==> config.mk <==
export PLATFORM = sky130hd
export DESIGN_NAME = vout_timing_gen
export DESIGN_NICKNAME = d
export VERILOG_FILES = /design/src/rtl/vout_pkg.sv /design/src/rtl/vout_timing_gen_wrap_counter.sv /design/src/rtl/vout_timing_gen.sv
export SDC_FILE = /design/constraint.sdc
export NUM_CORES = 1
export LEC_CHECK = 0
export CAP_MARGIN = 20
export CORE_ASPECT_RATIO = 0.6
export CORE_UTILIZATION = 45
export CTS_CLUSTER_SIZE = 24
export DETAILED_ROUTE_END_ITERATION = 16
export PLACE_DENSITY = 0.64
export SLEW_MARGIN = 20
export SYNTH_ARGS = -nofsm -noshare
export SYNTH_HDL_FRONTEND = slang
export SYNTH_HIERARCHICAL = 1
export SYNTH_SLANG_ARGS = --single-unit
export TNS_END_PERCENT = 1
==> constraint.sdc <==
create_clock -name clk_i -period 3.5 [get_ports clk_i]
set_input_delay 0.35 -clock clk_i [delete_from_list [all_inputs] [get_ports clk_i]]
set_output_delay 0.35 -clock clk_i [all_outputs]
set_load 0.03 [all_outputs]
==> src/rtl/vout_pkg.sv <==
// Shared constants and elaboration-time helpers for the output timing generator.
package vout_pkg;

  localparam logic [1:0] PAT_BLACK = 2'd0;
  localparam logic [1:0] PAT_WHITE = 2'd1;
  localparam logic [1:0] PAT_CHECK = 2'd2;
  localparam logic [1:0] PAT_GRAD  = 2'd3;

  // Bits needed to hold 0..v-1; never less than one bit.
  function automatic int unsigned clog2(input int unsigned v);
    int unsigned r;
    r = 0;
    while ((64'd1 << r) < 64'(v)) r++;
    return (r == 0) ? 1 : r;
  endfunction

  // Number of blocks covering n pixels/lines, partial last block included.
  function automatic int unsigned blk_count(input int unsigned n, input int unsigned k);
    return (n + k - 1) / k;
  endfunction

endpackage

==> src/rtl/vout_timing_gen_wrap_counter.sv <==
// Counter 0..MAX with increment and synchronous clear; wrap_o flags the
// increment that takes it from MAX back to 0.
module wrap_counter
  import vout_pkg::*;
#(
  parameter int unsigned MAX = 1,
  parameter int unsigned W   = clog2(MAX + 1)
) (
  input  logic         clk_i,
  input  logic         rst_i,
  input  logic         inc_i,
  input  logic         clr_i,
  output logic [W-1:0] cnt_o,
  output logic         wrap_o
);

  localparam logic [W-1:0] MAX_L = W'(MAX);

  logic [W-1:0] cnt_d;
  logic [W-1:0] cnt_q;

  always_comb begin
    cnt_d = cnt_q;
    if (clr_i) begin
      cnt_d = '0;
    end else if (inc_i) begin
      cnt_d = (cnt_q == MAX_L) ? '0 : cnt_q + W'(1);
    end
  end

  always_ff @(posedge clk_i) begin
    if (rst_i) begin
      cnt_q <= '0;
    end else begin
      cnt_q <= cnt_d;
    end
  end

  assign cnt_o  = cnt_q;
  assign wrap_o = inc_i && !clr_i && (cnt_q == MAX_L);

endmodule

==> src/rtl/vout_timing_gen.sv <==
// Raster timing and test-pattern generator for the output port. It also emits
// the block-grid strobes of the input path so the datapath can be loop-tested.
module vout_timing_gen
  import vout_pkg::*;
#(
  parameter int unsigned H_WIDTH  = 1920,
  parameter int unsigned H_START  = 2008,
  parameter int unsigned H_SYNC   = 44,
  parameter int unsigned H_TOTAL  = 2200,
  parameter int unsigned V_HEIGHT = 1080,
  parameter int unsigned V_START  = 1084,
  parameter int unsigned V_SYNC   = 5,
  parameter int unsigned V_TOTAL  = 1125,
  parameter int unsigned KH       = 30,
  parameter int unsigned KV       = 30,
  parameter logic        HS_POL   = 1'b1,
  parameter logic        VS_POL   = 1'b1
) (
  input  logic                                       clk_i,
  input  logic                                       rst_i,
  input  logic                                       en_i,
  input  logic [1:0]                                 pat_sel_i,
  output logic                                       hs_o,
  output logic                                       vs_o,
  output logic                                       de_o,
  output logic [23:0]                                data_o,
  output logic                                       de_fall_o,
  output logic                                       h_save_o,
  output logic                                       v_save_o,
  output logic [clog2(blk_count(H_WIDTH, KH))-1:0]   hblk_o,
  output logic [clog2(blk_count(V_HEIGHT, KV))-1:0]  vblk_o,
  output logic                                       frame_o
);

  localparam int unsigned HBLKS = blk_count(H_WIDTH, KH);
  localparam int unsigned VBLKS = blk_count(V_HEIGHT, KV);
  localparam int unsigned HBW   = clog2(HBLKS);
  localparam int unsigned VBW   = clog2(VBLKS);
  localparam int unsigned HCW   = clog2(H_TOTAL);
  localparam int unsigned VCW   = clog2(V_TOTAL);
  localparam int unsigned KXW   = clog2(KH);
  localparam int unsigned KYW   = clog2(KV);

  localparam logic [KXW-1:0] KX_LAST = KXW'(KH - 1);
  localparam logic [KYW-1:0] KY_LAST = KYW'(KV - 1);

  logic [HCW-1:0] h_cnt;
  logic           h_wrap;
  logic [VCW-1:0] v_cnt;
  logic           v_wrap;
  logic [KXW-1:0] kx;
  logic           kx_wrap;
  logic [KYW-1:0] ky;
  logic           ky_wrap;
  logic [31:0]    h_ext;
  logic [31:0]    v_ext;
  logic           h_in_act;
  logic           v_in_act;

  logic [HBW-1:0] hblk_d, hblk_q;
  logic [VBW-1:0] vblk_d, vblk_q;

  assign h_ext    = 32'(h_cnt);
  assign v_ext    = 32'(v_cnt);
  assign h_in_act = (h_ext < H_WIDTH);
  assign v_in_act = (v_ext < V_HEIGHT);

  wrap_counter #(.MAX(H_TOTAL - 1), .W(HCW)) u_h_cnt (
    .clk_i (clk_i),
    .rst_i (rst_i),
    .inc_i (en_i),
    .clr_i (1'b0),
    .cnt_o (h_cnt),
    .wrap_o(h_wrap)
  );

  wrap_counter #(.MAX(V_TOTAL - 1), .W(VCW)) u_v_cnt (
    .clk_i (clk_i),
    .rst_i (rst_i),
    .inc_i (en_i && h_wrap),
    .clr_i (1'b0),
    .cnt_o (v_cnt),
    .wrap_o(v_wrap)
  );

  wrap_counter #(.MAX(KH - 1), .W(KXW)) u_kx (
    .clk_i (clk_i),
    .rst_i (rst_i),
    .inc_i (en_i && h_in_act),
    .clr_i (en_i && h_wrap),
    .cnt_o (kx),
    .wrap_o(kx_wrap)
  );

  wrap_counter #(.MAX(KV - 1), .W(KYW)) u_ky (
    .clk_i (clk_i),
    .rst_i (rst_i),
    .inc_i (en_i && h_wrap && v_in_act),
    .clr_i (v_wrap),
    .cnt_o (ky),
    .wrap_o(ky_wrap)
  );

  // Block indices stop at the last (possibly partial) block: a kx/ky wrap on
  // the final active pixel/line must not push them past HBLKS-1/VBLKS-1.
  always_comb begin
    hblk_d = hblk_q;
    vblk_d = vblk_q;
    if (en_i && h_wrap) begin
      hblk_d = '0;
    end else if (kx_wrap && (h_ext < H_WIDTH - 1)) begin
      hblk_d = hblk_q + HBW'(1);
    end
    if (v_wrap) begin
      vblk_d = '0;
    end else if (ky_wrap && (v_ext < V_HEIGHT - 1)) begin
      vblk_d = vblk_q + VBW'(1);
    end
  end

  always_ff @(posedge clk_i) begin
    if (rst_i) begin
      hblk_q <= '0;
      vblk_q <= '0;
    end else begin
      hblk_q <= hblk_d;
      vblk_q <= vblk_d;
    end
  end

  logic           active;
  logic           hs_raw;
  logic           vs_raw;
  logic           fall_raw;
  logic           de_d, hs_d, vs_d, fall_d, hsave_d, vsave_d, frame_d;
  logic [23:0]    data_d;
  logic           de_q, hs_q, vs_q, fall_q, hsave_q, vsave_q, frame_q;
  logic [23:0]    data_q;
  logic [HBW-1:0] hblk_out_q;
  logic [VBW-1:0] vblk_out_q;

  always_comb begin
    active   = h_in_act && v_in_act;
    hs_raw   = (h_ext >= H_START) && (h_ext < H_START + H_SYNC);
    vs_raw   = (v_ext >= V_START) && (v_ext < V_START + V_SYNC);
    fall_raw = (h_ext == H_WIDTH) && v_in_act;

    de_d    = 1'b0;
    hs_d    = ~HS_POL;
    vs_d    = ~VS_POL;
    fall_d  = 1'b0;
    hsave_d = 1'b0;
    vsave_d = 1'b0;
    frame_d = 1'b0;
    data_d  = '0;

    if (en_i) begin
      de_d    = active;
      hs_d    = hs_raw ? HS_POL : ~HS_POL;
      vs_d    = vs_raw ? VS_POL : ~VS_POL;
      fall_d  = fall_raw;
      hsave_d = active && ((kx == KX_LAST) || (h_ext == H_WIDTH - 1));
      vsave_d = fall_raw && ((ky == KY_LAST) || (v_ext == V_HEIGHT - 1));
      frame_d = (h_cnt == '0) && (v_cnt == '0);
      if (active) begin
        case (pat_sel_i)
          PAT_BLACK: data_d = '0;
          PAT_WHITE: data_d = '1;
          PAT_CHECK: data_d = {24{hblk_q[0] ^ vblk_q[0]}};
          PAT_GRAD:  data_d = {3{h_ext[7:0]}};
          default:   data_d = '0;
        endcase
      end
    end
  end

  // Output register stage: everything leaves one cycle after counter state.
  always_ff @(posedge clk_i) begin
    if (rst_i) begin
      de_q       <= 1'b0;
      hs_q       <= ~HS_POL;
      vs_q       <= ~VS_POL;
      fall_q     <= 1'b0;
      hsave_q    <= 1'b0;
      vsave_q    <= 1'b0;
      frame_q    <= 1'b0;
      data_q     <= '0;
      hblk_out_q <= '0;
      vblk_out_q <= '0;
    end else begin
      de_q       <= de_d;
      hs_q       <= hs_d;
      vs_q       <= vs_d;
      fall_q     <= fall_d;
      hsave_q    <= hsave_d;
      vsave_q    <= vsave_d;
      frame_q    <= frame_d;
      data_q     <= data_d;
      hblk_out_q <= hblk_q;
      vblk_out_q <= vblk_q;
    end
  end

  assign de_o      = de_q;
  assign hs_o      = hs_q;
  assign vs_o      = vs_q;
  assign de_fall_o = fall_q;
  assign h_save_o  = hsave_q;
  assign v_save_o  = vsave_q;
  assign frame_o   = frame_q;
  assign data_o    = data_q;
  assign hblk_o    = hblk_out_q;
  assign vblk_o    = vblk_out_q;

endmodule

# == Yosys cells after proc, flatten, opt, wreduce, memory -nomap -nowiden ==
# Index checks and enable logic that the tools add are counted.
# Widths: inputs -> output; s select.
# word_totals
word_cells,79
regBits,88
# op_classes
muxes,7
magnitude_cmp,8
n_reduce_logical,29
addsub,6
eq_ne,10
bitwise_logic,3
# ops
cell,n
$pmux 24 s4,1
$lt 11x11->1 const B,3
$eq 12x11->1 const B,2
$lt 12x11->1 const B,2
$eq 11x11->1 const B,2
$logic_and 1x1->1,18
$add 12x1->12 const B,1
$add 6x1->6 const B,2
$eq 12x12->1 const B,1
$ge 12x11->1 const B,1
$logic_not 12->1,1
$lt 12x12->1 const B,1
$mux 12,1
$add 11x1->11 const B,1
$ge 11x11->1 const B,1
$logic_not 11->1,1
$mux 11,1
$add 5x1->5 const B,2
$eq 5x5->1 const B,2
$mux 5,2
$reduce_or 2->1,3
$eq 2x2->1 const B,2
$reduce_or 3->1,1
$eq 2x1->1 const B,1
6 further kinds,10

# == Logic depth before layout (Yosys ltp) ==
# Gate-level depths: netlist of run 1.
# depth
word_depth,8
ltp_mapped,13
depth_no_buf,12

# == Hierarchy ==
# Netlist of run 1, hierarchy kept.
# by_module_without_submodules
mod,cells_per_inst,area_per_inst_um2,seq_area_each_um2,n_inst
vout_timing_gen,196,1759.2,780.7,1
wrap_counter at u_h_cnt,62,609.3,240.2,1
wrap_counter at u_v_cnt,57,531.8,220.2,1
wrap_counter at u_kx ...,27,256.5,100.1,2

# == Worst setup path after synthesis of run 1 ==
# OpenSTA, ideal clock, no wires.
# synth_path
kind,register to register
startpoint,register u_h_cnt.cnt_q[9] (netlist: u_h_cnt/cnt_o[9])
endpoint,register vblk_q[4]
path_slack_ps,317
arrival_time_ps,3114
n_path_buf,1
path_stages_with_launch,13
required_ps,3430
setup_ps,70
period_less_slack_ps,3183
path_cell_list,dfxtp_1 -> or4_4 -> nor4_1 -> and2_1 -> and2_1 -> clkbuf_2 -> and3_4 -> nand3_1 -> nor2_1 -> and2_1 -> o311ai_1 -> or3_2 -> a21oi_1
# synth_between
elab_chain_len,8
elab_cells_between_ends,10
cone_classes,eq/ne (1); reduce/logical (9)
# synth_lines
item,line_no,text
start: declaration,vout_timing_gen_wrap_counter.sv:20,logic [W-1:0] cnt_q;
start signal: assignment,vout_timing_gen_wrap_counter.sv:35,cnt_q <= cnt_d;
$eq 12x12->1 (*),vout_timing_gen_wrap_counter.sv:40,assign wrap_o = inc_i && !clr_i && (cnt_q == MAX_L);
$logic_and 1x1->1 (*),vout_timing_gen_wrap_counter.sv:40,
net h_wrap,vout_timing_gen.sv:48,logic h_wrap;
$logic_and 1x1->1 (*),"vout_timing_gen.sv:80, vout_timing_gen.sv:98",
$logic_and 1x1->1,vout_timing_gen_wrap_counter.sv:40,
$logic_not 1->1,vout_timing_gen_wrap_counter.sv:40,
$logic_and 1x1->1 (*) (2 in a row),vout_timing_gen_wrap_counter.sv:40,
net ky_wrap,vout_timing_gen.sv:54,logic ky_wrap;
$logic_and 1x1->1 (*),vout_timing_gen.sv:116,end else if (ky_wrap && (v_ext < V_HEIGHT - 1)) begin
end signal: assignment,vout_timing_gen.sv:127,vblk_q <= vblk_d;
end: declaration,vout_timing_gen.sv:61,"logic [VBW-1:0] vblk_d, vblk_q;"
# The timed path passes the listed nets; every way through them passes the cells marked *.
# A chain may end at the register's enable or synchronous reset.

# == Worst setup path in the final report of run 1 ==
# layout_path
startpoint,register u_h_cnt.cnt_q[5] (netlist: u_h_cnt/cnt_o[5])
endpoint,register vblk_q[4]
# Same word-level chain as after synthesis.

==> reports/metrics.csv, run 1 <==
stage,metric,value,unit
run_status,outcome,finished clean,
global_routing,overflow,0,
final_layout,antenna_cells,0,
sta,finalHoldViolCount,0,
route,viasPerCell,5.36,
worst_hold_path,min_from,vblk_q[5],
route,wl_met3,531,µm
sta,post-route-min-period,3040,ps
sta,setup_viol,0,
route,drt_iter0_markers,199,
die,die_y,69.5,µm
synth,ys_seq_area_share,42.2,%
clock_network,holdBufCountCts,0,
route,drc_errors,0,
clock_network,cts_root_buf,clkbuf_16,
pwr,p_leak,1.46,nW
sta,setup_tns,0,ps
synth,async_flop_share,0,%
global_routing,grt_pass1_vias,2417,
die,row_count,24,
worst_hold_path,min_path_type,reg2reg,
setup_path,worstPathRequired,3770,ps
die,die_w,114,µm
synth,syn_area,0.00341,mm²
place,dpl_cell_area,0.00392,mm²
clock_network,cts_sinks,72,
die,initial_utilization,46.8,%
die,dieArea,0.00795,mm²
route,met1Wirelength,3940,µm
final_layout,layout_commonest_cell,dfxtp_1,
setup_path,crit_type,reg2reg,
sta,fmax,0.329,GHz
synth,synth_top_area_share,42.2,%
route,final_antenna_net_count,0,
final_layout,final_nets,429,
clock_network,tritoncts,yes,
place,dp_hpwl,5310,µm
clock_network,clockBufferDepth,2,
final_layout,design_area,0.00426,mm²
route,detailroute.via_count,2803,
die,core_area,0.00730,mm²
sta,tightest_slew,978,ps
job,cap_violations,0,
route,first_pass_iters,5,
global_routing,grt_pass1_wl,12400,µm
synth,synth.distinct_cells,60,
sta,fin_skew,5.20,ps
route,finalWirelength,7550,µm
setup_path,rr_startpoint,u_h_cnt/cnt_o[5],
setup_path,crit_arrival,3310,ps
pwr,ir_drop,0.286,mV
global_routing,grt_max_degree,26,
global_routing,grt_usage,20.4,%
place,place.gp.congestion,0.823,
pwr,power.density,459,mW/mm²
final_layout,final_cell_mix,"72 x dfxtp_1, 47 x clkdlybuf4s50_1, 36 x nor2_1",
clock_network,cts_resized,0,
synth,syn_area_per_cell,9.25,µm²
final_layout,instances_no_fill,523,
die,pin_count,48,
clock_network,cts_setup_buffers,0,
route,route.met2.wl,2950,µm
clock_network,numCtsBuffers,9,
setup_path,critPathLaunchType,register,
sta,drv_slew,0,
setup_path,worstSetupStartpoint,u_h_cnt/cnt_o[5],
synth,synth_ff_type,dfxtp_1,
setup_path,cp_max_fo,10,
route,wl_per_cell,14.4,µm
synth,yosysTopAreaCell,dfxtp_1,
global_routing,antenna_found_initial,0,
clock_network,worstSkewPairLatency,340,ps
place,place_inst,508,
final_layout,drive_gt1_share,14.1,%
sta,period_share,86.9,%
synth,synth_edf_count,0,
place,io_buffers,47,
sta,rsz0062_at_grt,no,
setup_path,crit_path_end_kind,register,
synth,synth_area_leaders,"dfxtp_1 42%, nor2_1 4.0%, buf_4 3.7%, xor2_1 3.6%, ha_1 3.3%",
synth,ys_seq_elements,72,
clock_network,htreeDepth,3,
route,top_layer_used,met4,
sta,relSlewSlack,34.6,%
synth,syn_inst,369,
final_layout,syn2layout_area_growth,24.7,%
synth,yosysWarningCount,6,
clock_network,clk_pin_slew,60,ps
[routing by layer]
metal  global-route usage (%)  vias to the layer above
li1                         -                     1407
met1                     31.5                     1292
met2                     25.6                       92
met3                     6.82                       12
met4                     7.36                        0
met5                        0                        -
[layout make-up]
class                           instances  area (µm²)
Fill cell                             655        3040
Multi-Input combinational cell        271        1800
Sequential cell                        72        1440
Timing Repair Buffer                   54         523
Clock buffer                            9         225
Tap cell                              104         130
Clock inverter                          6         109
Inverter                                7        26.3
[registers in the layout, indices dropped and copies added, names as in the netlist, 5 cells and up]
| signal | count |
|---|---|
| data_o | 8 |
| hblk_o | 6 |
| hblk_q | 6 |
| u_h_cnt/cnt_o | 12 |
| u_kx/cnt_o | 5 |
| u_ky/cnt_o | 5 |
| u_v_cnt/cnt_o | 11 |
| vblk_o | 6 |
| vblk_q | 6 |
[cell families after synthesis]
family,synth area share (%)
buf+inv,5.46
flops,42.2
xor+xnor,5.90
compound gates,13.3
other cells,0.110
fa+ha+maj,3.30
simple gates,28.8
mux,0.880
[worst max-delay path: stages (launching register included)]
cell and delay, ps:
dfxtp_1 420, or4_4 580, nor4_1 220, and2_1 170
and2_1 160, and3_4 200, nand3_1 70, nor2_1 220
and2_1 170, o311ai_1 140, or3_2 490, a21oi_1 140
[through the flow]
step / hold WS, ps / setup WS (ps) / utilization (%) / power [mW]
global placement: 460 / 500 / 53.7 / 0.937
detailed placement: 473 / 446 / 53.7 / 0.938
finish: 480 / 459 / 58.3 / 1.95
CTS: 481 / 464 / 58.3 / 1.97
global route: 494 / 159 / 58.3 / 2.02
floorplan: 422 / 317 / - / 0.913
[power by group]
part           switching (mW)  internal (mW)
clock                   0.343          0.690
sequential            0.00715          0.827
combinational          0.0533         0.0326
[path summary, 6_finish.rpt]
check,endpoint,slack [ps],cells past startpoint
worst max-delay path,vblk_q[4],460,11
worst min-delay path,vblk_o[5],480,1
worst max register to register,vblk_q[4],460,11
worst min register to register,vblk_o[5],480,1
[Yosys cell counts (11+ instances only)]
cell type,count
nor2_1,36
nand2_1,28
nand3_1,13
buf_4,17
nand4_1,14
dfxtp_1,72
xor2_1,14
o21ai_0,11
nor2b_1,13
a21oi_1,20
Note: power is estimated with default switching activity, not from simulation.
==> run 2, diff against run 1 <==
- CELL_PAD_IN_SITES_DETAIL_PLACEMENT: unset -> 1
- CELL_PAD_IN_SITES_GLOBAL_PLACEMENT: unset -> 1
- CORE_UTILIZATION: 45 -> 41
- PLACE_DENSITY: 0.64 -> 0.74
==> reports/metrics.csv, run 2 (synthesis results as in run 1) <==
stage,metric,value,unit,change
setup_path,worstPathRequired,3720,ps,-50 ps
pwr,netSwitchingPower,0.409,mW,+1.5%
clock_network,tritoncts,yes,,
place,io_buffers,47,,unchanged
pwr,clockPowerShare,47.3,%,-5.6 points
final_layout,final_core_util,52.7,%,-5.6 points
final_layout,final_cell_mix,"72 x dfxtp_1, 47 x clkdlybuf4s50_1, 36 x nor2_1",,
die,row_count,25,,+4.2%
pwr,p_leak,1.43,nW,-2.1%
setup_path,crit_arrival,3370,ps,+60 ps
worst_hold_path,min_path_type,reg2reg,,
pwr,ir_drop,0.244,mV,-14%
place,place_inst,513,,+0.98%
sta,relSlewSlack,37.2,%,+2.6 points
final_layout,instances_no_fill,529,,+1.1%
pwr,power.density,416,mW/mm²,-9.3%
final_layout,layout_commonest_cell,dfxtp_1,,
clock_network,cts_sinks,72,,unchanged
pwr,combPwrFrac,5.0,%,+0.6 points
global_routing,grt_pass1_wl,14300,µm,+16%
route,detailroute.via_count,2804,,+0.036%
final_layout,drive_gt1_share,14.3,%,+0.17 points
die,initial_utilization,42.8,%,-4.0 points
clock_network,cts_resized,0,,unchanged
place,dp_hpwl,6180,µm,+16%
clock_network,cts_root_buf,clkbuf_16,,
sta,period_share,89.8,%,+2.9 points
die,dieArea,0.00871,mm²,+9.5%
sta,setup_tns,0,ps,unchanged
clock_network,clk_pin_slew,60,ps,about the same
global_routing,overflow,0,,unchanged
clock_network,holdBufCountCts,0,,unchanged
sta,tightest_slew,939,ps,-38.8 ps
pwr,p_int,1.34,mW,-13%
route,drc_errors,0,,unchanged
route,viasPerCell,5.30,,-1.1%
route,finalWirelength,8390,µm,+11%
setup_path,cp_max_fo,11,,+1
global_routing,grt_max_degree,26,,unchanged
setup_path,crit_type,reg2reg,,
sta,finalHoldViolCount,0,,unchanged
clock_network,worstSkewPairLatency,330,ps,about the same
run_status,outcome,finished clean,,
place,place.gp.congestion,0.824,,+0.11%
job,cap_violations,0,,unchanged
die,core_area,0.00798,mm²,+9.3%
final_layout,syn2layout_area_growth,23.2,%,
die,pin_count,48,,unchanged
route,final_antenna_net_count,0,,unchanged
sta,drv_slew,0,,unchanged
sta,fin_skew,5.87,ps,+0.668 ps
clock_network,htreeDepth,3,,unchanged
final_layout,antenna_cells,0,,unchanged
setup_path,crit_path_end_kind,register,,
clock_network,clockBufferDepth,2,,unchanged
final_layout,largest_reg_flops,12,,unchanged
global_routing,grt_pass1_vias,2790,,+15%
die,die_y,72.7,µm,+4.6%
global_routing,grt_usage,21.2,%,+0.76 points
sta,post-route-min-period,3140,ps,+102 ps
route,wl_per_cell,15.9,µm,+9.9%
sta,rsz0062_at_grt,no,,
clock_network,cts_setup_buffers,0,,unchanged
sta,fmax,0.318,GHz,-3.2%
die,die_w,120,µm,+4.7%
global_routing,antenna_found_initial,0,,unchanged
route,first_pass_iters,4,,-1
sta,setup_viol,0,,unchanged
final_layout,final_nets,430,,+0.23%
route,drt_iter0_markers,143,,-28%
pwr,sw_frac_of_total,23.4,%,+2.7 points
setup_path,critPathLaunchType,register,,
clock_network,numCtsBuffers,9,,unchanged
pwr,seqPwrFrac,47.7,%,+5.0 points
==> run 2: cell count changes in the layout (fill, tap and decap cells not counted) <==
cell	previous run	this run
bufinv_16	3	0
clkinvlp_4	0	2
clkbuf_1	0	1
inv_6	0	2
buf_4	7	8
clkinv_4	1	0
==> run 2: through the flow <==
step           hold WS, ps  setup slack (ps)  area [µm²]  total power, mW
3_5_place_dp           471               333        3930            0.940
5_1_grt                516              54.2        4210             1.81
3_3_place_gp           461               475        3930            0.938
2_1_floorplan          422               317        3430            0.913
6_report               484               357        4210             1.75
4_1_cts                487               373        4210             1.78
==> run 2: final cells by class <==
cell class / count / area, µm²
clock inverter: 6 / 42.5
sequential: 72 / 1440
timing repair buffer: 55 / 531
multi-input combinational: 271 / 1800
clock buffer: 10 / 229
tap: 108 / 135
inverter: 7 / 26.3
fill: 935 / 3770
==> run 2: power groups by stage <==
stage | clock network [mW] | registers, mW | logic (mW)
2_1_floorplan | 0 | 0.859 | 0.0540
3_3_place_gp | 0 | 0.852 | 0.0858
3_5_place_dp | 0 | 0.853 | 0.0876
4_1_cts | 0.855 | 0.835 | 0.0879
5_1_grt | 0.883 | 0.835 | 0.0945
6_report | 0.829 | 0.835 | 0.0871
==> run 2: path summary, 6_finish.rpt <==
| path | start | end | slack [ps] | depth (start not counted) |
|---|---|---|---|---|
| setup / recovery | u_h_cnt/cnt_o[5] | vblk_q[4] | 360 | 12 |
| hold / removal | hblk_q[5] | hblk_o[5] | 480 | 1 |
| setup reg to reg | u_h_cnt/cnt_o[5] | vblk_q[4] | 360 | 12 |
| hold reg to reg | hblk_q[5] | hblk_o[5] | 480 | 1 |
==> run 2: worst max-delay path: stages (launching register included) <==
cell and delay, ps:
dfxtp_1 410, or4_4 580, nor4_1 280, and2_1 200, buf_4 190, and4_2 220, nand3_1 120, nor2_1 290
nor2_1 150, and2_1 190, o311ai_1 160, or3_2 210, a21oi_1 50
==> run 2: per-layer routing <==
metal | up-vias | part of all wire [%] | global-route usage [%] | wire, µm
li1 | 1402 | - | - | -
met1 | 1353 | 54 | 30.8 | 4510
met2 | 43 | 43 | 30.7 | 3570
met3 | 6 | 3.0 | 5.39 | 248
met4 | 0 | 0.80 | 6.25 | 67
met5 | - | 0 | 0 | 0
